### src/rtl/ctrl_pkg.sv
// Shared definitions for the multicycle control unit: the FSM state type,
// the supported opcodes, the ALU function codes and the EX-stage ALU
// function selector.
package ctrl_pkg;

    typedef enum logic [2:0] {
        S_IF   = 3'd0,
        S_DEC  = 3'd1,
        S_EX   = 3'd2,
        S_MEM  = 3'd3,
        S_WB   = 3'd4,
        S_BR   = 3'd5,
        S_HALT = 3'd6
    } state_t;

    localparam logic [5:0] OP_ALU  = 6'b100000;
    localparam logic [5:0] OP_ADDI = 6'b110000;
    localparam logic [5:0] OP_ANDI = 6'b110010;
    localparam logic [5:0] OP_ORI  = 6'b110011;
    localparam logic [5:0] OP_B    = 6'b111111;
    localparam logic [5:0] OP_BEQ  = 6'b000000;
    localparam logic [5:0] OP_BNE  = 6'b000001;
    localparam logic [5:0] OP_LW   = 6'b001111;
    localparam logic [5:0] OP_SW   = 6'b011111;

    localparam logic [3:0] ALU_ADD = 4'b0000;
    localparam logic [3:0] ALU_SUB = 4'b0001;
    localparam logic [3:0] ALU_AND = 4'b0010;
    localparam logic [3:0] ALU_OR  = 4'b0011;

    // ALU operation used while an instruction is in EX (and held after it).
    // Address arithmetic for LW/SW and ADDI all use add.
    function automatic logic [3:0] ex_alu_func(input logic [5:0] opcode,
                                               input logic [3:0] func);
        case (opcode)
            OP_ALU:  return func;
            OP_ANDI: return ALU_AND;
            OP_ORI:  return ALU_OR;
            default: return ALU_ADD;
        endcase
    endfunction

endpackage

### src/rtl/control_fsm_if.sv
// Control bus between the control unit and the datapath. The datapath
// supplies the latched instruction word and the ALU zero flag; the control
// unit returns one strobe per datapath control input.
interface control_fsm_if;
    logic [31:0] Instr;
    logic        Zero;
    logic        PC_sel;
    logic        PC_LdEn;
    logic        RF_B_sel;
    logic        RF_WrEn;
    logic        RF_WrData_sel;
    logic        ALU_Bin_sel;
    logic [3:0]  ALU_func;
    logic        MEM_WrEn;
    logic        MEM_out_sel;
    logic        RF_B2_seldir;
    logic        Illegal;

    modport master (
        input  Instr, Zero,
        output PC_sel, PC_LdEn, RF_B_sel, RF_WrEn, RF_WrData_sel,
               ALU_Bin_sel, ALU_func, MEM_WrEn, MEM_out_sel,
               RF_B2_seldir, Illegal
    );

    modport slave (
        output Instr, Zero,
        input  PC_sel, PC_LdEn, RF_B_sel, RF_WrEn, RF_WrData_sel,
               ALU_Bin_sel, ALU_func, MEM_WrEn, MEM_out_sel,
               RF_B2_seldir, Illegal
    );
endinterface

### src/rtl/control_decode.sv
// Combinational opcode classifier. Exactly one class flag is high for any
// opcode; anything not in the supported set is reported as illegal.
module control_decode
    import ctrl_pkg::*;
(
    input  logic [5:0] opcode,
    output logic       is_rtype,
    output logic       is_imm,
    output logic       is_branch,
    output logic       is_load,
    output logic       is_store,
    output logic       is_illegal
);

    // Map the opcode onto its instruction class
    always_comb begin
        is_rtype   = 1'b0;
        is_imm     = 1'b0;
        is_branch  = 1'b0;
        is_load    = 1'b0;
        is_store   = 1'b0;
        is_illegal = 1'b0;
        case (opcode)
            OP_ALU:                  is_rtype   = 1'b1;
            OP_ADDI, OP_ANDI, OP_ORI: is_imm    = 1'b1;
            OP_B, OP_BEQ, OP_BNE:    is_branch  = 1'b1;
            OP_LW:                   is_load    = 1'b1;
            OP_SW:                   is_store   = 1'b1;
            default:                 is_illegal = 1'b1;
        endcase
    end

endmodule

### src/rtl/control_fsm.sv
// Multicycle control unit: sequences each instruction through
// IF/DEC/EX/MEM/WB or IF/DEC/BR and drives every datapath control strobe
// combinationally from the state register and the latched instruction.
// Build option: ILLEGAL_TRAP_EN -- when defined, an illegal opcode traps into
// HALT (Illegal = 1 until reset); otherwise it retires as a 3-cycle NOP.
module control_fsm
    import ctrl_pkg::*;
(
    input  logic          Clk,
    input  logic          Reset,
    control_fsm_if.master bus
);

    state_t     state;
    logic [5:0] opcode;
    logic [3:0] func;
    logic [3:0] alu_ex;
    logic       is_rtype, is_imm, is_branch, is_load, is_store, is_illegal;
    logic       take_branch;
    logic       unused_instr;

    assign opcode       = bus.Instr[31:26];
    assign func         = bus.Instr[3:0];
    assign unused_instr = ^bus.Instr[25:4];
    assign alu_ex       = ex_alu_func(opcode, func);

    control_decode u_decode (
        .opcode     (opcode),
        .is_rtype   (is_rtype),
        .is_imm     (is_imm),
        .is_branch  (is_branch),
        .is_load    (is_load),
        .is_store   (is_store),
        .is_illegal (is_illegal)
    );

    // Branch resolution; an illegal opcode routed through BR never redirects
    always_comb begin
        take_branch = 1'b0;
        if (!is_illegal) begin
            case (opcode)
                OP_B:    take_branch = 1'b1;
                OP_BEQ:  take_branch = bus.Zero;
                OP_BNE:  take_branch = !bus.Zero;
                default: take_branch = 1'b0;
            endcase
        end
    end

    // State register and next-state sequencing
    always_ff @(posedge Clk) begin
        if (!Reset) begin
            state <= S_IF;
        end else begin
            case (state)
                S_IF:  state <= S_DEC;
                S_DEC: begin
                    if (is_illegal) begin
`ifdef ILLEGAL_TRAP_EN
                        state <= S_HALT;
`else
                        state <= S_BR;
`endif
                    end else if (is_branch) begin
                        state <= S_BR;
                    end else begin
                        state <= S_EX;
                    end
                end
                S_EX:  state <= (is_load || is_store) ? S_MEM : S_WB;
                S_MEM: state <= is_load ? S_WB : S_IF;
                S_WB:  state <= S_IF;
                S_BR:  state <= S_IF;
`ifdef ILLEGAL_TRAP_EN
                S_HALT: state <= S_HALT;
`endif
                default: state <= S_IF;
            endcase
        end
    end

    // Per-state control strobes; anything not set for a state stays 0
    always_comb begin
        bus.PC_sel        = 1'b0;
        bus.PC_LdEn       = 1'b0;
        bus.RF_B_sel      = 1'b0;
        bus.RF_WrEn       = 1'b0;
        bus.RF_WrData_sel = 1'b0;
        bus.ALU_Bin_sel   = 1'b0;
        bus.ALU_func      = ALU_ADD;
        bus.MEM_WrEn      = 1'b0;
        bus.MEM_out_sel   = 1'b0;
        bus.RF_B2_seldir  = 1'b0;
`ifdef ILLEGAL_TRAP_EN
        bus.Illegal       = (state == S_HALT);
`else
        bus.Illegal       = 1'b0;
`endif
        case (state)
            S_EX: begin
                bus.ALU_Bin_sel = !is_rtype;
                bus.ALU_func    = alu_ex;
            end
            S_MEM: begin
                bus.ALU_Bin_sel = !is_rtype;
                bus.ALU_func    = alu_ex;
                if (is_load) begin
                    bus.MEM_out_sel = 1'b1;
                end
                if (is_store) begin
                    bus.RF_B_sel     = 1'b1;
                    bus.RF_B2_seldir = 1'b1;
                    bus.MEM_WrEn     = 1'b1;
                    bus.PC_LdEn      = 1'b1;
                end
            end
            S_WB: begin
                bus.RF_WrEn = 1'b1;
                bus.PC_LdEn = 1'b1;
                if (is_load) begin
                    bus.RF_WrData_sel = 1'b1;
                    bus.MEM_out_sel   = 1'b1;
                end else begin
                    bus.ALU_Bin_sel = !is_rtype;
                    bus.ALU_func    = alu_ex;
                end
            end
            S_BR: begin
                bus.RF_B_sel = 1'b1;
                bus.ALU_func = ALU_SUB;
                bus.PC_LdEn  = 1'b1;
                bus.PC_sel   = take_branch;
            end
            default: ;
        endcase
    end

endmodule

### src/flat_wrapper.sv
// flat-port wrapper written by rule: the top's interface ports become plain ports
module control_fsm_flat import ctrl_pkg::*;
  (Clk, Reset, bus_Instr, bus_Zero, bus_PC_sel, bus_PC_LdEn, bus_RF_B_sel, bus_RF_WrEn, bus_RF_WrData_sel, bus_ALU_Bin_sel, bus_ALU_func, bus_MEM_WrEn, bus_MEM_out_sel, bus_RF_B2_seldir, bus_Illegal);
  control_fsm_if bus_i ();
  input  logic Clk;
  input  logic Reset;
  input wire logic [$bits(bus_i.Instr)-1:0] bus_Instr;
  input wire logic [$bits(bus_i.Zero)-1:0] bus_Zero;
  output wire logic [$bits(bus_i.PC_sel)-1:0] bus_PC_sel;
  output wire logic [$bits(bus_i.PC_LdEn)-1:0] bus_PC_LdEn;
  output wire logic [$bits(bus_i.RF_B_sel)-1:0] bus_RF_B_sel;
  output wire logic [$bits(bus_i.RF_WrEn)-1:0] bus_RF_WrEn;
  output wire logic [$bits(bus_i.RF_WrData_sel)-1:0] bus_RF_WrData_sel;
  output wire logic [$bits(bus_i.ALU_Bin_sel)-1:0] bus_ALU_Bin_sel;
  output wire logic [$bits(bus_i.ALU_func)-1:0] bus_ALU_func;
  output wire logic [$bits(bus_i.MEM_WrEn)-1:0] bus_MEM_WrEn;
  output wire logic [$bits(bus_i.MEM_out_sel)-1:0] bus_MEM_out_sel;
  output wire logic [$bits(bus_i.RF_B2_seldir)-1:0] bus_RF_B2_seldir;
  output wire logic [$bits(bus_i.Illegal)-1:0] bus_Illegal;
  assign bus_i.Instr = bus_Instr;
  assign bus_i.Zero = bus_Zero;
  assign bus_PC_sel = bus_i.PC_sel;
  assign bus_PC_LdEn = bus_i.PC_LdEn;
  assign bus_RF_B_sel = bus_i.RF_B_sel;
  assign bus_RF_WrEn = bus_i.RF_WrEn;
  assign bus_RF_WrData_sel = bus_i.RF_WrData_sel;
  assign bus_ALU_Bin_sel = bus_i.ALU_Bin_sel;
  assign bus_ALU_func = bus_i.ALU_func;
  assign bus_MEM_WrEn = bus_i.MEM_WrEn;
  assign bus_MEM_out_sel = bus_i.MEM_out_sel;
  assign bus_RF_B2_seldir = bus_i.RF_B2_seldir;
  assign bus_Illegal = bus_i.Illegal;
  control_fsm u_core (.Clk(Clk), .Reset(Reset), .bus(bus_i));
endmodule
### config.mk
export PLATFORM = sky130hd
export DESIGN_NAME = control_fsm_flat
export DESIGN_NICKNAME = d
export VERILOG_FILES = /design/src/rtl/ctrl_pkg.sv /design/src/rtl/control_fsm_if.sv /design/src/rtl/control_decode.sv /design/src/rtl/control_fsm.sv /design/src/flat_wrapper.sv
export SDC_FILE = /design/constraint.sdc
export NUM_CORES = 1
export LEC_CHECK = 0
export ABC_AREA = 0
export CAP_MARGIN = 20
export CORE_MARGIN = 2
export CORE_UTILIZATION = 30
export CTS_BUF_LIST = sky130_fd_sc_hd__clkbuf_2
export DETAILED_ROUTE_END_ITERATION = 12
export GPL_TIMING_DRIVEN = 0
export PLACE_DENSITY = 0.9
export RECOVER_POWER = 100
export SLEW_MARGIN = 30
export SYNTH_ARGS = -nofsm -noshare
export SYNTH_HDL_FRONTEND = slang
export SYNTH_SLANG_ARGS = --single-unit
### constraint.sdc
create_clock -name Clk -period 3.4 [get_ports Clk]
set_input_delay 0.34 -clock Clk [delete_from_list [all_inputs] [get_ports Clk]]
set_output_delay 0.34 -clock Clk [all_outputs]
set_load 0.005 [all_outputs]
==> run metrics, run 1 <==
initial antenna violation count=0; clock slew at reported path FFs=0.06 ns; CTS HTree Levels=1; cell taking the most area after synthesis=dfxtp_1; largest register by flop count=u_core.state; ys flop type=dfxtp_1; Final setup viols=0; critical path data required time=3.06 ns; run status=finished, final reports clean; commonest cells in the netlist=4 x and3_1, 4 x nor2_1; residual DRC count=0; Syn Inst Count=61; worst hold margin=0.717 ns; worst min-delay path class=flop to flop; biggest registers after layout=u_core.state: 3 flops; period utilization=87.3%; Crit Path Max Fanout=6; YS warnings=0; power density over the cells=211 nW/um^2; Post-synth EDFFs=0; Tightest Pin Transition=0.618 ns; CP arrival=2.63 ns; Post-Route WL=1.22 mm; Core Region=1350 sq um; Clock Skews=0.0121 ns; post-DR wirelength/cell=11.6 um; Total Routing Usage GR=14.6%; Pleak=0.323 nW; drt pass-1 iters=4; CTS tree=yes; Setup TNS Final=0 ns; Die Y=42.7 um; Setup crit end kind=output pin; asr flop ratio synth=0%; RePlAce Congestion=0.742; max reg flops=3; postcts setup bufs=0; Yosys top cell area share=13.4%; Reg-to-Reg Start=u_core.state[1]$_SDFF_PN0_; Area Growth Syn to Fin=62.7%; largest net degree at the start of global routing=10; syn avg cell area=7.36 sq um; CTS Root Cell=clkbuf_2; Seq/Total Area, Yosys=13.4%; 1st-iter DRT viols=16; Slew Viols, Final=0; hold_sp=u_core.state[0]$_SDFF_PN0_; Synth Cell Area=449 sq um; IO Pins=49; Final #Nets=129; Unique masters post-synth=39; vias in the first global route=546; total number of vias=543; DIE AREA=1820 sq um; grt total ovfl=0; share of cells above drive strength 1=12.2%; Post-CTS Resized=0; slew margin rel.=58.7%; Final ANT Viol Nets=0; max frequency=0.337 GHz; R2R Setup Slk=1.71 ns; startpoint types=input port; clock period minus worst slack=2.97 ns; Via density=5.17; Worst VDD drop=105 uV; DP HPWL=1.00 mm; number of cell rows=13; #FFs+latches synth=3; Setup WS post-layout=0.431 ns; worst r2r path cells=6; CTS max path bufs=2; Initial Util=33.3%; FF-to-FF End=u_core.state[1]$_SDFF_PN0_; total CTS buffers=3; pre-CTS setup slack=0.645 ns; Max Cap Viol=0; clk sinks=3; PortBufs=25; RSZ-0062 raised after global routing=false; Layout Utilization=54.1%; die width=42.7 um; worst hold stages=3; hold path endpoint=u_core.state[2]$_SDFF_PN0_; Final Power=0.000154 W; synth top area cells=dfxtp_1 13%, ha_1 8.4%, and3_1 5.6%; syn nets=99; Hold Buf Count CTS=0; latest clock arrival within the worst-skew pair=0.22 ns; Antenna diodes=0; critical path class=input port to output pin; final hold viol count=0; first-pass GRT wire length=2.11 mm
-- kinds of logic (layout without fill, tap and decap cells) --
| logic type | count (synthesis) | count (layout) | share of synthesized area (%) |
|---|---|---|---|
| AO/OA/AOI/OAI | 14 | 14 | 23.4 |
| XOR/XNOR | 1 | 1 | 1.95 |
| adder cells (fa/ha/maj) | 3 | 3 | 8.36 |
| buffers and inverters | 7 | 36 | 7.52 |
| flip-flops | 3 | 3 | 13.4 |
| other | 1 | 1 | 0.835 |
| AND/OR/NAND/NOR | 32 | 32 | 44.6 |
-- worst max-delay path by stage --
stage,from,slack [ns],end
after floorplan,u_core.state[2]$_SDFF_PN0_,1.69,bus_ALU_func[0]
after global placement,bus_Instr[31],0.69,bus_ALU_func[1]
after detailed placement,bus_Instr[31],0.64,bus_ALU_func[1]
after CTS,bus_Instr[31],0.62,bus_ALU_func[1]
after global routing,bus_Instr[31],0.33,bus_ALU_func[1]
final,bus_Instr[31],0.43,bus_ALU_func[1]
-- layout make-up --
cell class	count	area [sq um]
plain buffers	4	22.5
clock buffers	4	20.0
fillers	136	619
inverters	3	11.3
multi-input cells	51	348
flip-flops and latches	3	60.1
well taps	15	18.8
repair buffers	25	250
-- layer usage --
layer	GRT usage (%)	vias up	part of all wire [%]
li1	-	279	-
met1	16.6	242	45
met2	27.3	22	49
met3	1.28	0	5.2
met4	5.63	0	0
met5	0	-	0
-- metrics by stage --
| stage | cell area [sq um] | instances |
|---|---|---|
| after global placement | 718 | 101 |
| after floorplan | 449 | 61 |
| after global routing | 731 | 105 |
| after CTS | 738 | 105 |
| final | 731 | 105 |
| after detailed placement | 718 | 101 |
-- critical path, cell delays in order --
cell and delay [ns]:
dlygate4sd3_1 0.62, nor3b_1 0.55, and2_0 0.29, a22oi_1 0.12, nor2b_1 0.13, dlygate4sd3_1 0.58
-- where the power goes --
group          switching, W  internal [W]  leakage [nW]
clock network     0.0000225     0.0000311        0.0166
logic             0.0000273     0.0000333         0.282
registers        0.00000160     0.0000384        0.0247
-- placed cells by master (no fill, tap or decap), types with 2 or more instances in the layout --
master	count
nor2b_1	2
dfxtp_1	3
a21oi_1	3
and3_1	4
nor3b_1	2
inv_1	3
nor2_1	4
ha_1	3
clkdlybuf4s50_1	13
dlygate4sd3_1	12
o32ai_1	2
nand2_1	3
clkbuf_2	4
clkbuf_1	2
buf_4	2
nor3_1	3
Power figures use the tool's default switching activity.
==> run 2, diff against run 1 <==
--- a/config.mk
+++ b/config.mk
@@ -18,3 +18,4 @@
 export SYNTH_ARGS = -nofsm -noshare
 export SYNTH_HDL_FRONTEND = slang
 export SYNTH_SLANG_ARGS = --single-unit
+export TNS_END_PERCENT = 20
==> constraint.sdc (replaced) <==
create_clock -name Clk -period 3.4 [get_ports Clk]
set_input_delay 0.68 -clock Clk [delete_from_list [all_inputs] [get_ports Clk]]
set_output_delay 0.68 -clock Clk [all_outputs]
set_load 0.005 [all_outputs]
==> run 2 against run 1 <==
Compared with the run above:
- clock skew decreased by 0.0022 ns
- highest routed layer unchanged
- critical endpoint unchanged
- first-iteration DRC count decreased by 38%
- die area unchanged
- largest cell class unchanged
- maximum frequency decreased by 9.1%
- largest power group unchanged
- critical path type unchanged
- via count decreased by 1.5%
==> run metrics, run 2 (synthesized netlist as in run 1, its figures left out) <==
CP dominant cell by count=clkdlybuf4s50_1; drt pass-1 iters=4; clk sinks=3; CP arrival=2.59 ns; clock slew at reported path FFs=0.06 ns; RSZ-0062 raised after global routing=false; Slew Viols, Final=0; 1st-iter DRT viols=10; final hold viol count=0; total number of vias=535; critical path data required time=2.72 ns; clock period minus worst slack=3.27 ns; power density over the cells=210 nW/um^2; GR Layer Usage met3=1.28%; Setup WS post-layout=0.133 ns; worst min-delay path class=flop to flop; run status=finished, final reports clean; M1 GR Usage=16.8%; CP delay by family, top=buffers and inverters; max frequency=0.306 GHz; Worst VDD drop=105 uV; max incr delay on CP=0.56 ns; latest clock arrival within the worst-skew pair=0.21 ns; Via density=5.10; Multi-input gate area=368 sq um; Post-Route WL=1.23 mm; Final #Nets=129; Design Area, Final=751 sq um; global routing usage on met2=27.6%; die width=42.7 um; CTS Root Cell=clkbuf_2; RePlAce Congestion=0.742; Fillers=130; Area Growth Syn to Fin=67.1%; first-pass GRT wire length=2.13 mm; Final ANT Viol Nets=0; Total Routing Usage GR=14.7%; max reg flops=3; CTS tree=yes; Core Region=1350 sq um; Setup crit end kind=output pin; placed cell area=718 sq um; share of cells above drive strength 1=16.7%; Setup TNS Final=0 ns; PortBufs=25; vias in the first global route=541; Die Y=42.7 um; critical path class=input port to output pin; residual DRC count=0; Antenna diodes=0; most frequent cells in the layout=24 x clkdlybuf4s50_1, 4 x and3_1, 4 x nor2_1, 4 x clkbuf_2; DIE AREA=1820 sq um; period utilization=96.1%; biggest registers after layout=u_core.state: 3 flops; post-DR wirelength/cell=11.7 um; number of cell rows=13; Max Cap Viol=0; CP Buf/Inv Count=2; gr busiest metal=met2; Clock Skews=0.00990 ns; largest register by flop count=u_core.state; Layout Utilization=55.6%; Hold Buf Count CTS=0; largest net degree at the start of global routing=10; grt total ovfl=0; IO Pins=49; pre-CTS setup slack=-0.0353 ns; Final setup viols=0; CTS HTree Levels=1; cell with the largest stage delay on the worst path=clkdlybuf4s50_1; Pleak=0.299 nW; commonest non-fill, non-tap cell in the layout=clkdlybuf4s50_1; initial antenna violation count=0; Crit Path Max Fanout=6; crit-path cells=clkdlybuf4s50_1, nor3b_2, and2_1, a22oi_1, nor2b_1, clkdlybuf4s50_1; startpoint types=input port; total CTS buffers=3; Initial Util=33.3%; DP HPWL=1.00 mm; CTS max path bufs=2; Register Area=60.1 sq um
[run 2: through the flow]
stage          std cells  hold WS [ns]  power (W)
2_1_floorplan         61         0.650  0.0000719
3_3_place_gp         101         0.708   0.000102
3_5_place_dp         101         0.718   0.000103
4_1_cts              105         0.728   0.000156
5_1_grt              105         0.764   0.000166
6_report             105         0.722   0.000158
[run 2: power by group]
part	internal, W	leakage (nW)	total, W	switching, W
clock	0.0000311	0.0166	0.0000532	0.0000221
combinational	0.0000356	0.257	0.0000644	0.0000288
sequential	0.0000384	0.0247	0.0000400	0.00000156
total	0.000105	0.299	0.000158	0.0000524
[run 2: layer usage]
| metal | up-vias | wire, um |
|---|---|---|
| met5 | - | 0 |
| met4 | 0 | 0 |
| met3 | 0 | 56 |
| met2 | 20 | 612 |
| met1 | 235 | 559 |
| li1 | 280 | - |
[run 2: repair_timing]
item | CTS | global route
resized for setup | 1 | 2
setup buffers | 0 | 0
setup endpoints to repair | 1 | 4
[run 2: cell type report]
cell class                 count  share of cell area, %
multi-input combinational     51                   49.0
inverter                       3                   1.50
buffer                         4                   3.00
sequential                     3                   8.00
clock buffer                   4                   2.67
timing repair buffer          25                   33.3
tap                           15                   2.50
[run 2: path summary, 6_finish.rpt]
kind / from / endpoint / slack (ns) / cells past startpoint
setup / recovery: bus_Instr[31] / bus_ALU_func[1] / 0.13 / 6
hold / removal: u_core.state[0]$_SDFF_PN0_ / u_core.state[2]$_SDFF_PN0_ / 0.72 / 3
setup reg to reg: u_core.state[1]$_SDFF_PN0_ / u_core.state[1]$_SDFF_PN0_ / 1.72 / 6
hold reg to reg: u_core.state[0]$_SDFF_PN0_ / u_core.state[2]$_SDFF_PN0_ / 0.72 / 3
[run 2: worst register-to-register path: cells and delay by family (launching register included)]
kind            cells  cell delay, ns
buf+inv             2            0.35
fa+ha+maj           1            0.16
flops               1            0.31
compound gates      2            0.30
simple gates        1            0.47
==> run 3, diff against run 2 <==
--- a/config.mk
+++ b/config.mk
@@ -7,7 +7,6 @@
 export LEC_CHECK = 0
 export ABC_AREA = 0
 export CAP_MARGIN = 20
-export CORE_MARGIN = 2
 export CORE_UTILIZATION = 30
 export CTS_BUF_LIST = sky130_fd_sc_hd__clkbuf_2
 export DETAILED_ROUTE_END_ITERATION = 12
==> run 3 against run 2 <==
Compared with the run above:
- routed wire length grew 8.0%
- cell count is the same
- clock skew shrank 0.0032 ns
- critical path depth is the same
- sequential power is essentially flat
- die area shrank 9.1%
- count of clock-buffer cells in the layout is the same
- clock power shrank 7.0%
- via count grew 8.6%
==> run metrics, run 3 (synthesized netlist as in run 1, its figures left out) <==
clk sinks=3; DIE AREA=1660 sq um; initial antenna violation count=0; post-DR wirelength/cell=12.6 um; Total Routing Usage GR=17.9%; share of cells above drive strength 1=17.8%; 1st-iter DRT viols=16; Core Region=1350 sq um; clock period minus worst slack=3.28 ns; Final #Nets=129; CP arrival=2.60 ns; pre-CTS setup slack=-0.0180 ns; Via density=5.53; CP dominant cell by count=clkdlybuf4s50_1; biggest registers after layout=u_core.state: 3 flops; Max Cap Viol=0; worst min-delay path class=flop to flop; period utilization=96.4%; worst hold margin=0.751 ns; Final ANT Viol Nets=0; critical path data required time=2.72 ns; grt total ovfl=0; CTS tree=yes; Initial Util=33.3%; Clock Skews=0.00668 ns; Final setup viols=0; CTS max path bufs=2; run status=finished, final reports clean; placed cell area=718 sq um; Slew Viols, Final=0; Area Growth Syn to Fin=69.6%; Fillers=128; CTS Root Cell=clkbuf_2; largest register by flop count=u_core.state; CTS HTree Levels=1; cell with the largest stage delay on the worst path=clkdlybuf4s50_1; crit-path cells=clkdlybuf4s50_1, nand2_1, nor3_2, and3_1, nand2b_1, clkdlybuf4s50_1; Antenna diodes=0; IO Pins=49; power density over the cells=205 nW/um^2; max reg flops=3; Setup crit end kind=output pin; max incr delay on CP=0.56 ns; total CTS buffers=3; latest clock arrival within the worst-skew pair=0.21 ns; vias in the first global route=496; Design Area, Final=762 sq um; final hold viol count=0; largest net degree at the start of global routing=10; RePlAce Congestion=0.840; residual DRC count=0; clock slew at reported path FFs=0.04 ns; critical path class=input port to output pin; die width=40.7 um; Die Y=40.7 um; total number of vias=581; commonest non-fill, non-tap cell in the layout=clkdlybuf4s50_1; Worst VDD drop=160 uV; most frequent cells in the layout=25 x clkdlybuf4s50_1, 4 x and3_1, 4 x nor2_1, 4 x clkbuf_2; PortBufs=25; Setup TNS Final=0 ns; max frequency=0.305 GHz; startpoint types=input port; Setup WS post-layout=0.124 ns; first-pass GRT wire length=1.99 mm; Final Power=0.000156 W; DP HPWL=1.04 mm; Post-Route WL=1.33 mm; Crit Path Max Fanout=4; Pleak=0.302 nW; drt pass-1 iters=4; number of cell rows=13
==> run 3: cell count changes in the layout (fill, tap and decap cells not counted), sizes merged <==
cell | before | now
clkbuf | 7 | 6
dlygate4sd3 | 1 | 0
buf | 1 | 2
clkdlybuf4s50 | 24 | 25
==> run 3: layout make-up <==
| type | instances | area (sq um) | share of cell area (%) |
|---|---|---|---|
| multi-input combinational | 51 | 379 | 49.8 |
| timing repair buffer | 25 | 250 | 32.8 |
| clock buffer | 4 | 20.0 | 2.63 |
| inverter | 3 | 11.3 | 1.48 |
| tap | 15 | 18.8 | 2.46 |
| buffer | 4 | 22.5 | 2.96 |
| sequential | 3 | 60.1 | 7.88 |
==> run 3: timing repair <==
action | 4_1_cts | 5_1_grt
endpoints found under the setup margin | 1 | 4
gates resized for setup | 1 | 3
hold buffers | 0 | 0
endpoints found under the hold margin | 0 | 0
buffers inserted | 0 | 0
==> run 3: final timing paths <==
| kind | slack [ns] | start | depth (start not counted) | endpoint |
|---|---|---|---|---|
| worst min register to register | 0.75 | u_core.state[0]$_SDFF_PN0_ | 3 | u_core.state[2]$_SDFF_PN0_ |
| worst min-delay path | 0.75 | u_core.state[0]$_SDFF_PN0_ | 3 | u_core.state[2]$_SDFF_PN0_ |
| worst max register to register | 1.69 | u_core.state[1]$_SDFF_PN0_ | 6 | u_core.state[1]$_SDFF_PN0_ |
| worst max-delay path | 0.12 | bus_Instr[28] | 6 | bus_RF_B_sel |
==> run 3: per-stage QoR <==
stage | utilization (%) | std cells
2_1_floorplan | - | 61
6_report | 56.4 | 105
5_1_grt | 56.4 | 105
3_3_place_gp | 53.2 | 101
4_1_cts | 55.1 | 105
3_5_place_dp | 53.2 | 101
==> run 3: layer usage <==
| layer | part of all wire, % | GRT usage [%] | up-vias |
|---|---|---|---|
| met4 | 0 | 1.67 | 0 |
| met2 | 55 | 32.9 | 30 |
| met5 | 0 | 0 | - |
| li1 | - | - | 281 |
| met3 | 7.1 | 6.52 | 0 |
| met1 | 38 | 20.1 | 270 |
==> run 3: critical path, delay by kind of cell <==
family | cells | cell delay, ns
buffers and inverters | 2 | 1.05
AND/OR/NAND/NOR | 4 | 0.85
==> run 3: where the power goes <==
part | internal [W] | switching (W)
sequential | 0.0000386 | 0.00000168
combinational | 0.0000364 | 0.0000303
clock | 0.0000310 | 0.0000185
total | 0.000106 | 0.0000505
